--- src/rtl/iob_cpu_bus_bridge.sv ---
// Registered bridge from a CPU native memory port to one IOb instruction bus and
// N_SLAVES address-decoded IOb data buses; one outstanding transaction at a time.
module iob_cpu_bus_bridge #(
    parameter int ADDR_W   = 32,
    parameter int DATA_W   = 32,
    parameter int N_SLAVES = 2,
    parameter int SEL_BITS = 1,
    parameter int TIMEOUT  = 255
) (
    input  logic                       clk_i,
    input  logic                       arst_n_i,
    input  logic                       cke_i,
    input  logic                       cpu_valid_i,
    input  logic                       cpu_instr_i,
    input  logic [ADDR_W-1:0]          cpu_addr_i,
    input  logic [DATA_W-1:0]          cpu_wdata_i,
    input  logic [DATA_W/8-1:0]        cpu_wstrb_i,
    output logic [DATA_W-1:0]          cpu_rdata_o,
    output logic                       cpu_ready_o,
    output logic                       err_o,
    output logic                       ibus_valid_o,
    output logic [ADDR_W-1:0]          ibus_addr_o,
    input  logic                       ibus_ready_i,
    input  logic                       ibus_rvalid_i,
    input  logic [DATA_W-1:0]          ibus_rdata_i,
    output logic [N_SLAVES-1:0]        dbus_valid_o,
    output logic [ADDR_W-1:0]          dbus_addr_o,
    output logic [DATA_W-1:0]          dbus_wdata_o,
    output logic [DATA_W/8-1:0]        dbus_wstrb_o,
    input  logic [N_SLAVES-1:0]        dbus_ready_i,
    input  logic [N_SLAVES-1:0]        dbus_rvalid_i,
    input  logic [N_SLAVES*DATA_W-1:0] dbus_rdata_i
);

    localparam int CNT_W = (TIMEOUT > 0) ? $clog2(TIMEOUT + 1) : 1;

    typedef enum logic [1:0] {IDLE, REQ, RDATA, RESP} state_t;

    state_t              state;
    logic                instr_q;
    logic [SEL_BITS-1:0] sel_q;
    logic [CNT_W-1:0]    cnt;
    logic [ADDR_W-1:0]   addr_q;

    logic                sel_ready;
    logic                sel_rvalid;
    logic [DATA_W-1:0]   sel_rdata;
    logic [SEL_BITS-1:0] new_sel;
    logic                miss;
    logic                timed_out;

    assign ibus_addr_o = addr_q;
    assign dbus_addr_o = addr_q;

    assign new_sel   = cpu_addr_i[ADDR_W-1 -: SEL_BITS];
    assign miss      = !cpu_instr_i && (int'(new_sel) >= N_SLAVES);
    assign timed_out = (TIMEOUT > 0) && (cnt == CNT_W'(TIMEOUT));

    // Handshake inputs of the bus that owns the current transaction.
    always_comb begin
        // NOTE: every output of this block gets a default first, so no latch is inferred.
        sel_ready  = 1'b0;
        sel_rvalid = 1'b0;
        sel_rdata  = '0;
        if (instr_q) begin
            sel_ready  = ibus_ready_i;
            sel_rvalid = ibus_rvalid_i;
            sel_rdata  = ibus_rdata_i;
        end else begin
            for (int k = 0; k < N_SLAVES; k++) begin
                if (sel_q == SEL_BITS'(k)) begin
                    sel_ready  = dbus_ready_i[k];
                    sel_rvalid = dbus_rvalid_i[k];
                    sel_rdata  = dbus_rdata_i[k*DATA_W +: DATA_W];
                end
            end
        end
    end

    // NOTE: state and registered outputs use non-blocking assignments so every
    // register samples pre-edge values, regardless of statement order.
    always_ff @(posedge clk_i or negedge arst_n_i) begin
        if (!arst_n_i) begin
            state        <= IDLE;
            instr_q      <= 1'b0;
            sel_q        <= '0;
            cnt          <= '0;
            addr_q       <= '0;
            dbus_wdata_o <= '0;
            dbus_wstrb_o <= '0;
            ibus_valid_o <= 1'b0;
            dbus_valid_o <= '0;
            cpu_ready_o  <= 1'b0;
            err_o        <= 1'b0;
            cpu_rdata_o  <= '0;
        end else if (cke_i) begin
            cpu_ready_o <= 1'b0;
            err_o       <= 1'b0;
            case (state)
                IDLE: begin
                    if (cpu_valid_i) begin
                        addr_q       <= cpu_addr_i;
                        dbus_wdata_o <= cpu_wdata_i;
                        dbus_wstrb_o <= cpu_instr_i ? '0 : cpu_wstrb_i;
                        instr_q      <= cpu_instr_i;
                        sel_q        <= new_sel;
                        cnt          <= '0;
                        if (miss) begin
                            state       <= RESP;
                            cpu_ready_o <= 1'b1;
                            err_o       <= 1'b1;
                            cpu_rdata_o <= '0;
                        end else begin
                            state <= REQ;
                            if (cpu_instr_i) ibus_valid_o <= 1'b1;
                            else             dbus_valid_o <= N_SLAVES'(1) << new_sel;
                        end
                    end
                end
                REQ: begin
                    // An accept on the deadline cycle still wins over the timeout.
                    if (sel_ready) begin
                        ibus_valid_o <= 1'b0;
                        dbus_valid_o <= '0;
                        cnt          <= '0;
                        if (dbus_wstrb_o == '0) begin
                            state <= RDATA;
                        end else begin
                            state       <= RESP;
                            cpu_ready_o <= 1'b1;
                            cpu_rdata_o <= '0;
                        end
                    end else if (timed_out) begin
                        ibus_valid_o <= 1'b0;
                        dbus_valid_o <= '0;
                        state        <= RESP;
                        cpu_ready_o  <= 1'b1;
                        err_o        <= 1'b1;
                        cpu_rdata_o  <= '0;
                    end else if (cnt != '1) begin
                        cnt <= cnt + 1'b1;
                    end
                end
                RDATA: begin
                    if (sel_rvalid) begin
                        state       <= RESP;
                        cpu_ready_o <= 1'b1;
                        cpu_rdata_o <= sel_rdata;
                    end else if (timed_out) begin
                        state       <= RESP;
                        cpu_ready_o <= 1'b1;
                        err_o       <= 1'b1;
                        cpu_rdata_o <= '0;
                    end else if (cnt != '1) begin
                        cnt <= cnt + 1'b1;
                    end
                end
                RESP: state <= IDLE;
                default: state <= IDLE;
            endcase
        end
    end

endmodule

--- config.mk ---
export PLATFORM = sky130hd
export DESIGN_NAME = iob_cpu_bus_bridge
export DESIGN_NICKNAME = d
export VERILOG_FILES = /design/src/rtl/iob_cpu_bus_bridge.sv
export SDC_FILE = /design/constraint.sdc
export NUM_CORES = 1
export LEC_CHECK = 0
export BUFFER_PORTS_ARGS = -buffer_cell sky130_fd_sc_hd__buf_2
export CAP_MARGIN = 0
export CORE_AREA = 2 2 120 122
export CTS_BUF_LIST = sky130_fd_sc_hd__clkbuf_4 sky130_fd_sc_hd__clkbuf_8
export DETAILED_ROUTE_END_ITERATION = 16
export DIE_AREA = 0 0 122 124
export PLACE_DENSITY = 0.78
export SYNTH_ARGS = -nofsm -noshare
export SYNTH_HDL_FRONTEND = slang
export SYNTH_SLANG_ARGS = --single-unit
--- constraint.sdc ---
create_clock -name clk_i -period 2.16 [get_ports clk_i]
set_clock_uncertainty 0.1 [all_clocks]
set_input_delay 0.432 -clock clk_i [delete_from_list [all_inputs] [get_ports clk_i]]
set_output_delay 0.432 -clock clk_i [all_outputs]
set_load 0.02 [all_outputs]
# After elaboration in Yosys (flattened, before gate mapping)
# Index checks and enable logic that the tools add are counted.
[totals]
output_inout_bits = 137
input_bits = 175
mem_bits_ro = 0
memories = 0
latch_bits = 0
register_bits = 117
mem_bits_rw = 0
[op_classes]
muxes = 42
order_cmp = 0
reduce_logical = 11
bitwise_logic = 0
n_shift = 1
eq_ne = 11
n_mul = 0
div_mod_pow = 0
addsub = 1
[op_table]
columns = ["operator", "count"]
rows = [
  ["$mux W32", 6],
  ["$pmux W32 S2", 1],
  ["$mux W8", 5],
  ["$pmux W8 S3", 1],
  ["$mux W2", 8],
  ["$mux W1", 15],
  ["$reduce_and A5 Y1", 2],
  ["$add A8 B1 Y8 const B", 1],
  ["$eq A8 B8 Y1 const B", 1],
  ["$ne A2 B2 Y1 const B", 4],
  ["$ne A8 B8 Y1 const B", 1],
  ["$pmux W2 S4", 1],
  ["$ne A3 B3 Y1 const B", 2],
  ["$pmux W1 S2", 3],
  ["$reduce_and A3 Y1", 2],
  ["$eq A2 B2 Y1 const B", 2],
  ["$logic_not A4 Y1", 1],
  ["$mux W4", 1],
  ["$pmux W2 S2", 1],
  ["$reduce_and A4 Y1", 1],
  ["$reduce_bool A2 Y1", 2],
  ["$reduce_bool A3 Y1", 1],
  ["$eq A2 B1 Y1 const B", 1],
  ["$logic_not A2 Y1", 1],
  ["2 further kinds", 2],
]

# Longest topological paths before layout
[depth]
depth_word = 5
mapped_depth = 8
ltp_nobuf = 7

# Worst setup path before layout
# Ideal clock, no wire load.
[synth_path]
kind = "flip-flop to flip-flop"
start = "register state[0]"
end = "register addr_q[0] (netlist: dbus_addr_o[0])"
arrival_time_ps = 1811
path_slack_ps = 124
setup_time_ps = 125
stages_incl_launch_ff = 7
required_ps = 1935
cell_sequence = "dfrtp_1 -> inv_1 -> ha_1 -> and3_1 -> clkbuf_1 -> buf_2 -> mux2_2"
[synth_between]
elab_chain_cells = 2
[synth_lines]
columns = ["item", "line_no", "text"]
rows = [
  ["start: declaration", "39", "state_t state;"],
  ["start signal: assignment", "84", "state <= IDLE;"],
  ["start signal: assignment", "109", "state <= RESP;"],
  ["start signal: assignment", "114", "state <= REQ;"],
  ["$logic_not A2 Y1", "99", "case (state)"],
  ["$reduce_and A3 Y1 (no line)", "-", ""],
  ["end signal: assignment", "102", "addr_q <= cpu_addr_i;"],
  ["end: declaration", "43", "logic [ADDR_W-1:0] addr_q;"],
]
# Every way passes these cells.
# A chain may end at the register's enable or synchronous reset.

# Final worst setup path
[layout_path]
start = "register cnt[0]"
end = "register cpu_rdata_o[30]"
[layout_between]
elab_chain_cells = 4
word_cells_on_any_way = 5
[layout_lines]
columns = ["item", "line_no", "text"]
rows = [
  ["start: declaration", "42", "logic [CNT_W-1:0] cnt;"],
  ["start signal: assignment", "141", "cnt <= cnt + 1'b1;"],
  ["start signal: assignment", "155", "cnt <= cnt + 1'b1;"],
  ["$eq A8 B8 Y1 (*)", "57", "assign timed_out = (TIMEOUT > 0) && (cnt == CNT_W'(TIMEOUT));"],
  ["$mux W32 (*)", "-", ""],
  ["$mux W32 (on tied branches)", "-", ""],
  ["$pmux W32 S2 (*)", "-", ""],
  ["end signal: assignment", "148", "cpu_rdata_o <= sel_rdata;"],
  ["end: declaration", "18", "output logic [DATA_W-1:0] cpu_rdata_o,"],
]
# Every way passes the cells marked *; elsewhere a longest branch is shown, timed or not.

==> results.md <==
* Fin nets at 961
* Share of cells above drive strength 1 at 54.9%
* Max_cap viols at 0
* TritonCTS clock tree: yes
* Clock sinks at 116
* Detailed Route Iter0 Violations at 149
* Worst slew pin tran at 0.587 ns
* CTS Buf Count at 17
* Input/output buffers at 311
* Cell area after synthesis at 5690 sq um
* Grt met3 use at 5.59%
* CP Class: register to register
* GR peak layer: met2
* Worst EP required at 2.37 ns
* Initial antenna violation count at 1
* Crit end category: register
* Routed vias/inst at 4.98
* DR pass1 iterations at 4
* RSZ-0062 raised after global routing: no
* # rows at 43
* CTS Buffer Depth at 2
* Synthesis warning total at 0
* Share of flip-flops with an asynchronous set or reset at 100%
* Crit start category: register
* I/O pins at 312
* Number of synthesized flops with an enable pin at 0
* Arr. time, crit path at 2.26 ns
* Clk_lat worst skew at 0.44 ns
* Post-synth top flop: dfrtp_1
* Layout area overhead at 34.5%
* Setup slack at placement at 0.108 ns
* Highest clock rate at 0.489 GHz
* Status: complete, no violations
* Vias in the first global route at 4632
* Final wirelength at 15300 microns
* Vias at 4855
* DRT antenna net count at 0
* Setup TNS at 0 ns
* Final min period at 2.05 ns
* Yosys reg bits at 116
* Avg WL per Cell at 15.7 microns
* Root buf cell: clkbuf_8
* Hold Path Class: primary input to register
* Gpl congestion at 0.868
* H-Tree Depth at 4
* Gr usage total at 19.7%
* DIE HEIGHT at 124 microns
* Peak VDD IR at 0.000795 V
* Final setup vio count at 0
* Grt total ovfl at 0
* Final HPWL DP at 11500 microns
* Mean Syn Cell Area at 11.5 sq um
* Mapped Cells at 495
* Drt drc at 0
* CORE AREA at 13700 sq um
* Fin. Hold Viols at 0
* Synthesized Nets at 676
* Pwr dens at 1490 nW/um^2
* Highest net fanout along the worst path at 32
* Fillers at 1190
* Lkg Pwr at 3.91 nW
* Max transition margin at 60.9%
* Highest-count cells in the layout ignoring fill and taps: buf_2 (310), dfrtp_1 (114), mux2_2 (66)
* Worst-path clk slew at 0.08 ns
* Finished Core Util at 55.8%
* GRT met1 Usage at 23.2%
* Largest net degree at the start of global routing at 65
* Starting Density at 41.5%
* Die area at 15100 sq um
* M2 GR Usage at 33.5%
* Yosys cell types at 44
* Sequential share of the synthesized area at 51.0%
* Post-CTS Setup Bufs at 0
* Final worst slack at 0.114 ns
* Commonest non-fill, non-tap cell in the layout: buf_2
* First-pass GRT wire length at 22800 microns
* Final Max Tran Viols at 0
* Final worst-path cycle share at 94.7%
* Die X at 122 microns
[final timing paths]
check / start / end / slack (ns) / cells after the start
min in group asynchronous: arst_n_i / cpu_rdata_o[13] / 0.25 / 2
max in group asynchronous: arst_n_i / instr_q / 1.20 / 3
worst max-delay path: cnt[0] / cpu_rdata_o[30] / 0.11 / 7
worst min-delay path: cpu_wdata_i[4] / dbus_wdata_o[4] / 0.12 / 2
worst max register to register: cnt[0] / cpu_rdata_o[30] / 0.11 / 7
worst min register to register: cpu_rdata_o[22] / cpu_rdata_o[22] / 0.39 / 1
[where the power goes]
group | switching [W] | leakage [nW] | internal (W)
clock | 0.000960 | 0.179 | 0.000914
combinational | 0.00348 | 2.27 | 0.00235
sequential | 0.000606 | 1.46 | 0.00310
total | 0.00505 | 3.91 | 0.00637
[through the flow]
step	std cells	power [W]	instance area [sq um]	hold WS, ns
global placement	940	0.00946	7280	0.143
CTS	973	0.0115	7650	0.0852
finish	974	0.0114	7660	0.119
global route	974	0.0122	7660	0.0883
detailed placement	940	0.00959	7280	0.143
floorplan	495	0.00795	5690	0.0364
[synth_stat cells, types with 2 or more instances]
library cell	instances	area, sq um
o211ai_1	4	30.0
nor2_1	45	169
nand2_1	14	52.6
mux2_2	66	743
nand3_1	8	40.0
dfrtp_1	116	2900
inv_1	6	22.5
clkbuf_1	14	52.6
a21oi_1	41	205
ha_1	6	75.1
xor2_1	4	35.0
o32ai_1	2	17.5
o2bb2ai_1	32	280
mux2i_1	33	330
a22oi_1	2	15.0
nor4_1	2	12.5
buf_1	2	7.51
nor2b_1	2	12.5
o21ai_0	14	70.1
nand2b_1	7	43.8
nand4_1	3	18.8
buf_2	9	45.0
buf_4	36	270
nand4b_1	2	17.5
and3_1	3	18.8
and2_1	3	18.8
nand3b_1	2	15.0
[layer usage]
metal  up-vias  routed length [microns]  part of all wire, %
li1       2316                        -                    -
met1      2295                     6060                   40
met2       217                     7570                   50
met3        27                     1270                  8.3
met4         0                      380                  2.5
met5         -                        0                    0
[final cells by class]
type	instances	area (sq um)	share of cell area, %
multi-input cells	311	2380	31.1
inverters	6	22.5	0.294
repair buffers	328	1760	22.9
well taps	180	225	2.94
diodes	1	2.50	0.0327
clock inverters	15	133	1.73
clock buffers	17	234	3.05
flip-flops and latches	116	2910	37.9
[sequential cells by signal (all words and copies together), names as in the netlist, 2 cells and up]
| signal | count |
|---|---|
| cnt | 8 |
| cpu_rdata_o | 32 |
| dbus_addr_o | 31 |
| dbus_valid_o | 2 |
| dbus_wdata_o | 32 |
| dbus_wstrb_o | 4 |
| state | 2 |
[kinds of logic (layout without fill, tap and decap cells)]
kind of cell | Yosys count | in the layout | share of synthesized area [%]
XOR/XNOR | 5 | 5 | 0.769
AO/OA/AOI/OAI | 102 | 102 | 12.3
multiplexers | 100 | 100 | 19.1
buffers and inverters | 68 | 366 | 7.19
flip-flops | 116 | 116 | 51.0
adder cells (fa/ha/maj) | 6 | 6 | 1.32
AND/OR/NAND/NOR | 98 | 98 | 8.31
other | 0 | 1 | 0
[worst max-delay path, cell delays in order (launching register included)]
cell,delay (ns)
dfrtp_1,0.41
ha_1,0.20
nand3_1,0.12
or2_2,0.41
o211ai_1,0.13
nand4b_1,0.18
buf_12,0.21
o2bb2ai_1,0.15
[what timing repair did]
item                       in CTS  in global routing
gates resized for setup         0                  1
hold buffers                    1                  0
setup endpoints to repair       0                  2
hold endpoints to repair      116                  0
(Power assumes the default switching activity.)
